`src/rtl/cpu_boot_ctrl.sv`:
```
//============================================================================
// Module   : cpu_boot_ctrl
// Brief    : Holds an RV32I core in reset, streams a program image into its
//            memory, releases it and watches for a mailbox store or timeout.
// Revision : 1.0
//============================================================================
`default_nettype none

module cpu_boot_ctrl #(
    parameter logic [31:0] LOAD_BASE      = 32'h0000_0000,
    parameter int unsigned MAX_WORDS      = 64,
    parameter int unsigned TIMEOUT_CYCLES = 1000,
    parameter logic [31:0] DONE_ADDR      = 32'd100,
    parameter logic [31:0] DONE_DATA      = 32'd25
) (
    input  logic        clk,
    input  logic        reset,
    input  logic        start,
    input  logic        load_valid,
    input  logic [31:0] load_data,
    input  logic        load_last,
    output logic        load_ready,
    output logic        Ext_MemWrite,
    output logic [31:0] Ext_DataAdr,
    output logic [31:0] Ext_WriteData,
    output logic        cpu_reset,
    input  logic        MemWrite,
    input  logic [31:0] DataAdr,
    input  logic [31:0] WriteData,
    output logic        busy,
    output logic        done,
    output logic        pass,
    output logic        timeout,
    output logic [15:0] word_count,
    output logic [31:0] cycle_count
);

    localparam logic [16:0] C_MAX_WORDS = 17'(MAX_WORDS);
    localparam logic [32:0] C_TIMEOUT   = 33'(TIMEOUT_CYCLES);

    typedef enum logic [2:0] {
        S_IDLE    = 3'd0,
        S_LOAD    = 3'd1,
        S_RELEASE = 3'd2,
        S_RUN     = 3'd3,
        S_DONE    = 3'd4
    } state_t;

    state_t      state_q, state_d;
    logic        load_ready_q, load_ready_d;
    logic        ext_we_q, ext_we_d;
    logic [31:0] ext_adr_q, ext_adr_d;
    logic [31:0] ext_wdata_q, ext_wdata_d;
    logic        cpu_reset_q, cpu_reset_d;
    logic        busy_q, busy_d;
    logic        done_q, done_d;
    logic        pass_q, pass_d;
    logic        timeout_q, timeout_d;
    logic [15:0] word_count_q, word_count_d;
    logic [31:0] cycle_count_q, cycle_count_d;
    logic        w_accept;
    logic        w_mailbox;

    assign w_accept  = (state_q == S_LOAD) && load_valid && load_ready_q;
    assign w_mailbox = MemWrite && (DataAdr == DONE_ADDR);

    always_comb begin
        state_d       = state_q;
        ext_we_d      = 1'b0;
        ext_adr_d     = ext_adr_q;
        ext_wdata_d   = ext_wdata_q;
        done_d        = done_q;
        pass_d        = pass_q;
        timeout_d     = timeout_q;
        word_count_d  = word_count_q;
        cycle_count_d = cycle_count_q;

        unique case (state_q)
            S_IDLE, S_DONE: begin
                if (start) begin
                    word_count_d  = 16'd0;
                    cycle_count_d = 32'd0;
                    done_d        = 1'b0;
                    pass_d        = 1'b0;
                    timeout_d     = 1'b0;
                    state_d       = S_LOAD;
                end
            end
            S_LOAD: begin
                if (w_accept) begin
                    ext_we_d     = 1'b1;
                    ext_adr_d    = LOAD_BASE + {14'd0, word_count_q, 2'b00};
                    ext_wdata_d  = load_data;
                    word_count_d = word_count_q + 16'd1;
                    // Image is truncated once MAX_WORDS words have been taken.
                    if (load_last || ({1'b0, word_count_q} + 17'd1 == C_MAX_WORDS)) begin
                        state_d = S_RELEASE;
                    end
                end
            end
            S_RELEASE: begin
                state_d = S_RUN;
            end
            S_RUN: begin
                cycle_count_d = cycle_count_q + 32'd1;
                if (w_mailbox) begin
                    done_d  = 1'b1;
                    pass_d  = (WriteData == DONE_DATA);
                    state_d = S_DONE;
                end else if ({1'b0, cycle_count_q} + 33'd1 >= C_TIMEOUT) begin
                    timeout_d = 1'b1;
                    state_d   = S_DONE;
                end
            end
            default: begin
                state_d = S_IDLE;
            end
        endcase

        // Status-style outputs follow the state being entered so they are registered.
        load_ready_d = (state_d == S_LOAD);
        cpu_reset_d  = (state_d != S_RUN);
        busy_d       = (state_d == S_LOAD) || (state_d == S_RELEASE) || (state_d == S_RUN);
    end

    always_ff @(posedge clk or negedge reset) begin
        if (!reset) begin
            state_q       <= S_IDLE;
            load_ready_q  <= 1'b0;
            ext_we_q      <= 1'b0;
            ext_adr_q     <= 32'd0;
            ext_wdata_q   <= 32'd0;
            cpu_reset_q   <= 1'b1;
            busy_q        <= 1'b0;
            done_q        <= 1'b0;
            pass_q        <= 1'b0;
            timeout_q     <= 1'b0;
            word_count_q  <= 16'd0;
            cycle_count_q <= 32'd0;
        end else begin
            state_q       <= state_d;
            load_ready_q  <= load_ready_d;
            ext_we_q      <= ext_we_d;
            ext_adr_q     <= ext_adr_d;
            ext_wdata_q   <= ext_wdata_d;
            cpu_reset_q   <= cpu_reset_d;
            busy_q        <= busy_d;
            done_q        <= done_d;
            pass_q        <= pass_d;
            timeout_q     <= timeout_d;
            word_count_q  <= word_count_d;
            cycle_count_q <= cycle_count_d;
        end
    end

    assign load_ready    = load_ready_q;
    assign Ext_MemWrite  = ext_we_q;
    assign Ext_DataAdr   = ext_adr_q;
    assign Ext_WriteData = ext_wdata_q;
    assign cpu_reset     = cpu_reset_q;
    assign busy          = busy_q;
    assign done          = done_q;
    assign pass          = pass_q;
    assign timeout       = timeout_q;
    assign word_count    = word_count_q;
    assign cycle_count   = cycle_count_q;

endmodule

`default_nettype wire

```
`config.mk`:
```
export PLATFORM = sky130hd
export DESIGN_NAME = cpu_boot_ctrl
export DESIGN_NICKNAME = d
export VERILOG_FILES = /design/src/rtl/cpu_boot_ctrl.sv
export SDC_FILE = /design/constraint.sdc
export NUM_CORES = 1
export LEC_CHECK = 0
export ABC_CLOCK_PERIOD_IN_PS = 2300
export BUFFER_PORTS_ARGS = -buffer_cell sky130_fd_sc_hd__buf_4
export CAP_MARGIN = 25
export CORE_MARGIN = 5
export CORE_UTILIZATION = 45
export CTS_BUF_LIST = sky130_fd_sc_hd__clkbuf_16
export DETAILED_ROUTE_END_ITERATION = 16
export GPL_TIMING_DRIVEN = 0
export PLACE_DENSITY_LB_ADDON = 0.2
export RECOVER_POWER = 25
export SKIP_CTS_REPAIR_TIMING = 1
export SYNTH_ARGS = -nofsm -noshare
export SYNTH_HDL_FRONTEND = slang
export SYNTH_SLANG_ARGS = --single-unit
```
`constraint.sdc`:
```
create_clock -name clk -period 2.3 [get_ports clk]
set_input_delay 0 -clock clk [delete_from_list [all_inputs] [get_ports clk]]
set_output_delay 0 -clock clk [all_outputs]
set_load 0.02 [all_outputs]
```
### Yosys cells after proc, flatten, opt, wreduce, memory -nomap -nowiden

Index checks and enable logic that the tools add are counted.

* input bits: 102
* register bits after elaboration: 106
* output and inout bits: 119
* logic and storage cells: 69

* muxes and demuxes: 21
* $lt $le $gt $ge: 1
* equal/unequal tests: 16
* add/subtract/negate cells: 4
* reductions and logical operators: 15

Operator list (number)
* 32-bit case mux with 2 select lines: 1
* 32-bit by 1-bit adder with 33-bit output (second input constant): 1
* 33-bit by 10-bit >= comparator with 1-bit output (second input constant): 1
* 32-bit by 1-bit adder with 32-bit output (second input constant): 1
* 32-bit by 5-bit == test with 1-bit output (second input constant): 1
* 32-bit by 7-bit == test with 1-bit output (second input constant): 1
* 16-bit 2-to-1 mux: 2
* 32-bit 2-to-1 mux: 1
* 16-bit case mux with 2 select lines: 1
* 16-bit by 1-bit adder with 17-bit output (second input constant): 1
* 17-bit by 7-bit == test with 1-bit output (second input constant): 1
* 16-bit by 1-bit adder with 16-bit output (second input constant): 1
* 3-bit 2-to-1 mux: 5
* 3-bit by 2-bit == test with 1-bit output (second input constant): 4
* 3-bit case mux with 4 select lines: 1
* 2-bit != test (second input constant): 5
* 1-bit 2-to-1 mux: 7
* 3-bit by 1-bit == test with 1-bit output (second input constant): 2
* 1-bit case mux with 2 select lines: 3
* 3-bit AND reduction: 2
* 2-bit AND reduction: 2
* 4-bit AND reduction: 1
* 2-bit nonzero test: 2
* 3-bit == test (second input constant): 1
* 5 further kinds: 9

### Logic depth before layout (Yosys ltp)

Gate-level depths: netlist of run 1.

* depth after elaboration: 9
* depth in mapped cells: 8
* gate-level depth less buffers: 8

### Worst setup path after synthesis of run 1

Ideal clock, no wire load.

* path kind: flip-flop to flip-flop
* start point: register cycle_count_q[0] (netlist: cycle_count[0])
* end point: register cpu_reset_q (netlist: cpu_reset)
* stages on the path, launching flop included: 9
* required time: 2.222 ns
* path buffers: 0
* setup time: 0.078 ns
* arrival time: 2.545 ns
* slack: -0.323 ns
* cells stage by stage: dfrtp_1 -> ha_1 -> nand3_4 -> nor3_1 -> nand3_1 -> a211o_1 -> nor4_2 -> nand4_1 -> and2_1

* longest elaborated chain between the ends: 6

Ends and longest elaborated chain
* start, declared: line 60 `logic [31:0] cycle_count_q, cycle_count_d;`
* start signal, assigned: line 152 `cycle_count_q <= cycle_count_d;`
* 32-bit by 1-bit adder with 33-bit output: line 110 `end else if ({1'b0, cycle_count_q} + 33'd1 >= C_TIMEOUT) begin`
* 33-bit by 10-bit >= comparator with 1-bit output: line 110
* 3-bit 2-to-1 mux: line 110
* 3-bit 2-to-1 mux: line 106 `if (w_mailbox) begin`
* 3-bit case mux with 4 select lines: line 78 `unique case (state_q)`
* 3-bit by 2-bit != test with 1-bit output: line 122 `cpu_reset_d = (state_d != S_RUN);`
* named net cpu_reset_d: line 54 `logic cpu_reset_q, cpu_reset_d;`
* end signal, assigned: line 146 `cpu_reset_q <= cpu_reset_d;`
* end, declared: line 54

The timed path passes the listed nets, and every way through them passes these cells.
A chain may end at the register's enable or synchronous reset.

### Worst setup path in the final report of run 1

* start point: register cycle_count_q[4] (netlist: cycle_count[4])
* end point: register cpu_reset_q (netlist: cpu_reset)

Same word-level chain as after synthesis.

==> impl_metrics.json, run 1 <==
{
  "min_path_type": "in -> reg",
  "dr.pass1.iters": 5,
  "place_congestion": 0.8954,
  "switching_share": 0.4058,
  "grt_max_degree": 69,
  "drive_above_1_share": 0.3074,
  "die_w_um": 124.0,
  "core_area_mm2": 0.01267,
  "tritoncts": "done",
  "cts_buffers": 9,
  "min_to": "state_q[2]",
  "crit_path_max_fanout": 5,
  "syn-cell-area_mm2": 0.005847,
  "diodes": 0,
  "r2r_setup_slack_ns": -0.26,
  "mostFrequentLayoutCells": "buf_4, nand2_1, dfrtp_1",
  "finalInstanceArea_mm2": 0.008642,
  "yosys.area.top_type": "dfrtp_1",
  "maxCapViolCount": 0,
  "track_usage": 0.2327,
  "worstReg2RegStart": "cycle_count[4]",
  "critPathBufInv": 0,
  "drt_iter0_markers": 528,
  "report.final.slew_viol_count": 0,
  "power_density_mw_per_mm2": 812.2,
  "crit_top_cell": "nand4_1",
  "vias_per_cell": 5.311,
  "clkTransAtPathRegs_ns": 0.07,
  "tightest_slew_ns": 0.9900,
  "crit_slowest_cell": "dfrtp_1",
  "synth_enable_flop_cells": 0,
  "grt_setup_unrepaired": "yes",
  "cts_sinks": 106,
  "p_comb_frac": 0.400,
  "p_int_mw": 4.171,
  "worst_slack_ns": -0.2648,
  "fin_skew_ns": 0.01031,
  "ys_seq_area_frac": 0.4539,
  "yosys.area.top_type_share": 0.4494,
  "synthFlopType": "dfrtp_1",
  "hpwl_um": 13460,
  "power_mw": 7.019,
  "grt_pass1_vias": 5530,
  "ir_drop_uv": 663.5,
  "yosys-top-cells-area": "dfrtp_1, nand2_1, o21ai_0, nor2_1, nand3_1",
  "cts-root-buf": "clkbuf_16",
  "setup_viol": 6,
  "p_sw_mw": 2.849,
  "dpl_cell_area_mm2": 0.007761,
  "postSynthAreaPerCell_um2": 8.223,
  "crit_path_end_kind": "flip-flop",
  "post-place-ws_ns": -0.3309,
  "die_area_mm2": 0.01537,
  "syn_to_final_growth_pct": 47.81,
  "critPathLaunch": "cycle_count[4]",
  "arrival_ns": 2.86,
  "pwr-share-seq": 0.369,
  "worst-path-stages": 7,
  "crit_required_ns": 2.59,
  "synthCells": 711,
  "die_h_um": 124.0,
  "finalWirelength_um": 19240,
  "fin_nets": 1102,
  "post-route-period-util": 1.115,
  "async_reset_ff_frac": 1.000,
  "grt_pass1_wl_um": 28080,
  "final_common_cell": "buf_4",
  "clk-insertion-delay-late_ns": 0.36,
  "p_leak_nw": 4.057,
  "cp-start-kind": "flip-flop",
  "min_path_cells": 4,
  "ant_nets": 0,
  "cts_max_level": 3,
  "path_cells": "nand4_1 -> or3_4 -> o31a_1 -> a211o_1 -> nor4_4 -> nand4_1 -> and2_1",
  "pwr-share-clk": 0.231,
  "cpPeakStageDelay_ns": 0.45,
  "violations": "negative setup slack",
  "r2r_cells": 7,
  "synth_cell_types": 67,
  "fmax_mhz": 389.9,
  "portBuffers": 204,
  "period_minus_slack_ns": 2.565,
  "antenna_found_initial": 0,
  "wl_per_cell_um": 16.39,
  "ioPinCount": 221,
  "outcome": "complete, but fails checks",
  "ys_seq_elements": 106,
  "setup_tns_ns": -1.242,
  "yosys_warnings": 0,
  "timing.rr.end": "cpu_reset",
  "initial_core_util": 0.4614,
  "overflow": 0,
  "hold_viol": 0,
  "route.vias.total": 6235,
  "rows": 41,
  "relSlewSlack": 0.3400,
  "drc": 0,
  "clock_path_buffers": 2,
  "path_class": "reg -> reg",
  "hp-start": "start",
  "path_delay_family": "simple AND/OR/NAND/NOR gates"
}
sequential cells by signal, indices dropped and copies added (netlist names):
name	flops
load_ready	1
busy	1
timeout	1
cpu_reset	1
state_q	3
Ext_WriteData	32
done	1
Ext_MemWrite	1
Ext_DataAdr	16
word_count	16
cycle_count	32
pass	1
worst min-delay path, delay by kind of cell:
kind	cells	cell delay, ns
AOI/OAI and AO/OA	2	0.15
buffers and inverters	2	0.18
cell usage after synthesis, drive strengths merged, types with 3 or more instances:
cell type  instances
and3              10
nor3              15
nor2              44
o31ai             17
o31a               3
nand3             30
inv                7
ha                 3
nand4             21
nor4              24
and4               6
o41ai              4
buf               29
nand2            203
or3                4
mux2i              6
a21o               4
clkbuf            30
dfrtp            105
o21ai             64
and2               5
xor2               5
a211oi             4
xnor2              4
a31oi              5
a21oi             19
o22ai              5
cells by family after synthesis:
logic type	after synthesis	synth area share
DFF	106	0.4539
other	1	0.0006414
adders and majority gates	3	0.006421
and+or+nand+nor	379	0.3105
AOI/OAI and AO/OA	139	0.1479
buffers and inverters	67	0.05500
xor gates and xnor gates	9	0.01348
muxes	7	0.01220
layout make-up:
cell class / instances / area, um2
flip-flops and latches: 106 / 2678
fillers: 1067 / 4029
inverters: 8 / 30.03
plain buffers: 56 / 307.8
well taps: 172 / 215.2
multi-input cells: 553 / 3154
repair buffers: 263 / 1943
clock inverters: 7 / 88.84
clock buffers: 9 / 225.2
power groups by stage:
stage	Combinational [mW]	Sequential [mW]	Clock, mW
after floorplan	1.09	3.01	0
after global placement	2.71	2.58	0
after detailed placement	2.75	2.60	0
after global routing	3.07	2.64	1.73
after CTS	2.76	2.56	1.65
final	2.81	2.59	1.62
per-layer routing:
metal	GRT usage	share of wire	vias up
li1	-	-	3048
met1	0.3106	0.43	2917
met2	0.3826	0.48	239
met3	0.04995	0.072	31
met4	0.06845	0.015	0
met5	0	0	-
through the flow:
step	util	instances	hold slack (ns)
after floorplan	-	726	-0.2956
after global placement	0.6103	1102	0.1900
after detailed placement	0.6125	1103	0.002733
after CTS	0.6373	1119	-0.3830
after global routing	0.6820	1174	0.02812
final	0.6820	1174	0.005345
how the worst max path moves through the flow:
stage                 to  slack (ns)
2_1_floorplan  cpu_reset      -0.003
3_3_place_gp   cpu_reset       -0.31
3_5_place_dp   cpu_reset       -0.33
4_1_cts        cpu_reset       -0.35
5_1_grt        cpu_reset       -0.38
6_report       cpu_reset       -0.26
(Power assumes the default switching activity.)
==> run 2: changes to the inputs <==
--- a/config.mk
+++ b/config.mk
@@ -5,7 +5,7 @@
 export SDC_FILE = /design/constraint.sdc
 export NUM_CORES = 1
 export LEC_CHECK = 0
-export ABC_CLOCK_PERIOD_IN_PS = 2300
+export ABC_CLOCK_PERIOD_IN_PS = 2400
 export BUFFER_PORTS_ARGS = -buffer_cell sky130_fd_sc_hd__buf_4
 export CAP_MARGIN = 25
 export CORE_MARGIN = 5
==> constraint.sdc (replaced) <==
create_clock -name clk -period 2.4 [get_ports clk]
set_input_delay 0 -clock clk [delete_from_list [all_inputs] [get_ports clk]]
set_output_delay 0 -clock clk [all_outputs]
set_load 0.02 [all_outputs]
==> run 2 against run 1 <==
Net effect:
- combinational power is 5% lower
- first-iteration DRC count down 13%
- fmax increased by 0.57%
- die area unchanged
- global-route usage is essentially flat
- highest routed layer unchanged
- the run still ends with negative setup slack left
- wire length fell by 0.23%
- worst setup slack improved by 0.11 ns
- register-to-register slack better by 0.11 ns
- core utilization grew 0.48 points
- critical endpoint unchanged
- sequential power fell by 5%
- via count up 1.3%
==> impl_metrics.json, run 2 (synthesized netlist as in run 1, its figures left out) <==
{
  "outcome": "complete, but fails checks",
  "violations": "negative setup slack",
  "timing.rr.end": "cpu_reset",
  "diodes": 0,
  "min_path_type": "in -> reg",
  "worstReg2RegStart": "cycle_count[6]",
  "cts_max_level": 3,
  "crit_top_cell": "nand4_1",
  "crit_required_ns": 2.68,
  "layoutNonFillerInstCount": 1176,
  "hold_viol": 0,
  "maxCapViolCount": 0,
  "core_area_mm2": 0.01267,
  "tightest_slew_ns": 1.161,
  "worst_slack_ns": -0.1503,
  "portBuffers": 204,
  "grt_setup_unrepaired": "yes",
  "critPathBufInv": 0,
  "clock_path_buffers": 2,
  "cts_sinks": 106,
  "drt_iter0_markers": 462,
  "power_density_mw_per_mm2": 790.5,
  "syn_to_final_growth_pct": 48.86,
  "fin_skew_ns": 0.008762,
  "final_util": 0.6869,
  "place_congestion": 0.9036,
  "overflow": 0,
  "tritoncts": "done",
  "clk-insertion-delay-late_ns": 0.35,
  "mostFrequentLayoutCells": "buf_4, nand2_1, dfrtp_1",
  "die_w_um": 124.0,
  "arrival_ns": 2.83,
  "fmax_mhz": 392.1,
  "ff_latch_area_mm2": 0.002670,
  "critPathLaunch": "cycle_count[6]",
  "die_area_mm2": 0.01537,
  "min_to": "pass",
  "grt_pass1_wl_um": 28220,
  "multiInputGateArea_mm2": 0.003132,
  "initial_core_util": 0.4614,
  "wl_per_cell_um": 16.32,
  "relSlewSlack": 0.2263,
  "fillers": 1028,
  "cpPeakStageDelay_ns": 0.48,
  "grt_pass1_vias": 5538,
  "r2r_setup_slack_ns": -0.15,
  "report.final.slew_viol_count": 0,
  "cp-start-kind": "flip-flop",
  "drc": 0,
  "r2r_cells": 7,
  "vias_per_cell": 5.372,
  "dp_cells": 1103,
  "ant_nets": 0,
  "setup_tns_ns": -0.6408,
  "grt_max_degree": 62,
  "hpwl_um": 13300,
  "path_cells": "nand4_1 -> or3_4 -> o31a_1 -> a211o_1 -> nor4_4 -> nand4_1 -> and2_4",
  "drive_above_1_share": 0.3028,
  "final_common_cell": "buf_4",
  "crit_slowest_cell": "or3_4",
  "p_leak_nw": 4.156,
  "cts-root-buf": "clkbuf_16",
  "cts_buffers": 9,
  "path_class": "reg -> reg",
  "clkTransAtPathRegs_ns": 0.07,
  "min_path_cells": 6,
  "ir_drop_uv": 652.6,
  "holdWs_ns": 0.02454,
  "hp-start": "WriteData[5]",
  "post-place-ws_ns": -0.3579,
  "path_delay_family": "simple AND/OR/NAND/NOR gates",
  "period_minus_slack_ns": 2.550,
  "setup_viol": 6,
  "die_h_um": 124.0,
  "crit_path_max_fanout": 7,
  "crit_path_end_kind": "flip-flop",
  "track_usage": 0.2326,
  "dr.pass1.iters": 7,
  "antenna_found_initial": 0,
  "rows": 41,
  "post-route-period-util": 1.063,
  "finalWirelength_um": 19200,
  "route.vias.total": 6317,
  "fin_nets": 1105,
  "ioPinCount": 221
}
[run 2: power by group]
part           internal [mW]  leakage, nW  total (mW)  switching [mW]
Combinational          0.970         2.60        2.66            1.69
Sequential              2.17         1.38        2.46           0.291
Clock                   1.12        0.173        1.76           0.644
[run 2: final cells by class]
class | count | area share
tap | 172 | 0.02473
buffer | 58 | 0.03853
sequential | 106 | 0.3068
timing repair buffer | 264 | 0.2257
clock buffer | 9 | 0.02588
clock inverter | 6 | 0.01509
multi-input combinational | 553 | 0.3598
inverter | 8 | 0.003450
[run 2: worst max-delay path by stage]
stage / end / slack, ns / depth (start not counted)
2_1_floorplan: cpu_reset / 0.004 / 7
3_3_place_gp: cpu_reset / -0.34 / 8
3_5_place_dp: cpu_reset / -0.36 / 8
4_1_cts: cpu_reset / -0.37 / 8
5_1_grt: cpu_reset / -0.22 / 8
6_report: cpu_reset / -0.15 / 7
[run 2: layer usage]
| metal | vias to the layer above | track usage | wire, um |
|---|---|---|---|
| met3 | 35 | 0.03134 | 1234 |
| met5 | - | 0 | 0 |
| li1 | 3062 | - | - |
| met2 | 251 | 0.3849 | 9399 |
| met1 | 2969 | 0.3172 | 8162 |
| met4 | 0 | 0.07598 | 399 |
[run 2: worst register-to-register path, delay by kind of cell, from the launching register on]
| family | cells | cell delay [ns] |
|---|---|---|
| compound gates | 2 | 0.56 |
| flops | 1 | 0.44 |
| simple gates | 5 | 1.49 |
[run 2: metrics by stage]
step | total power [mW] | cell area, um2
2_1_floorplan | 3.912 | 5926
3_3_place_gp | 5.041 | 7672
3_5_place_dp | 5.090 | 7700
4_1_cts | 6.861 | 8056
5_1_grt | 7.250 | 8703
6_report | 6.880 | 8703
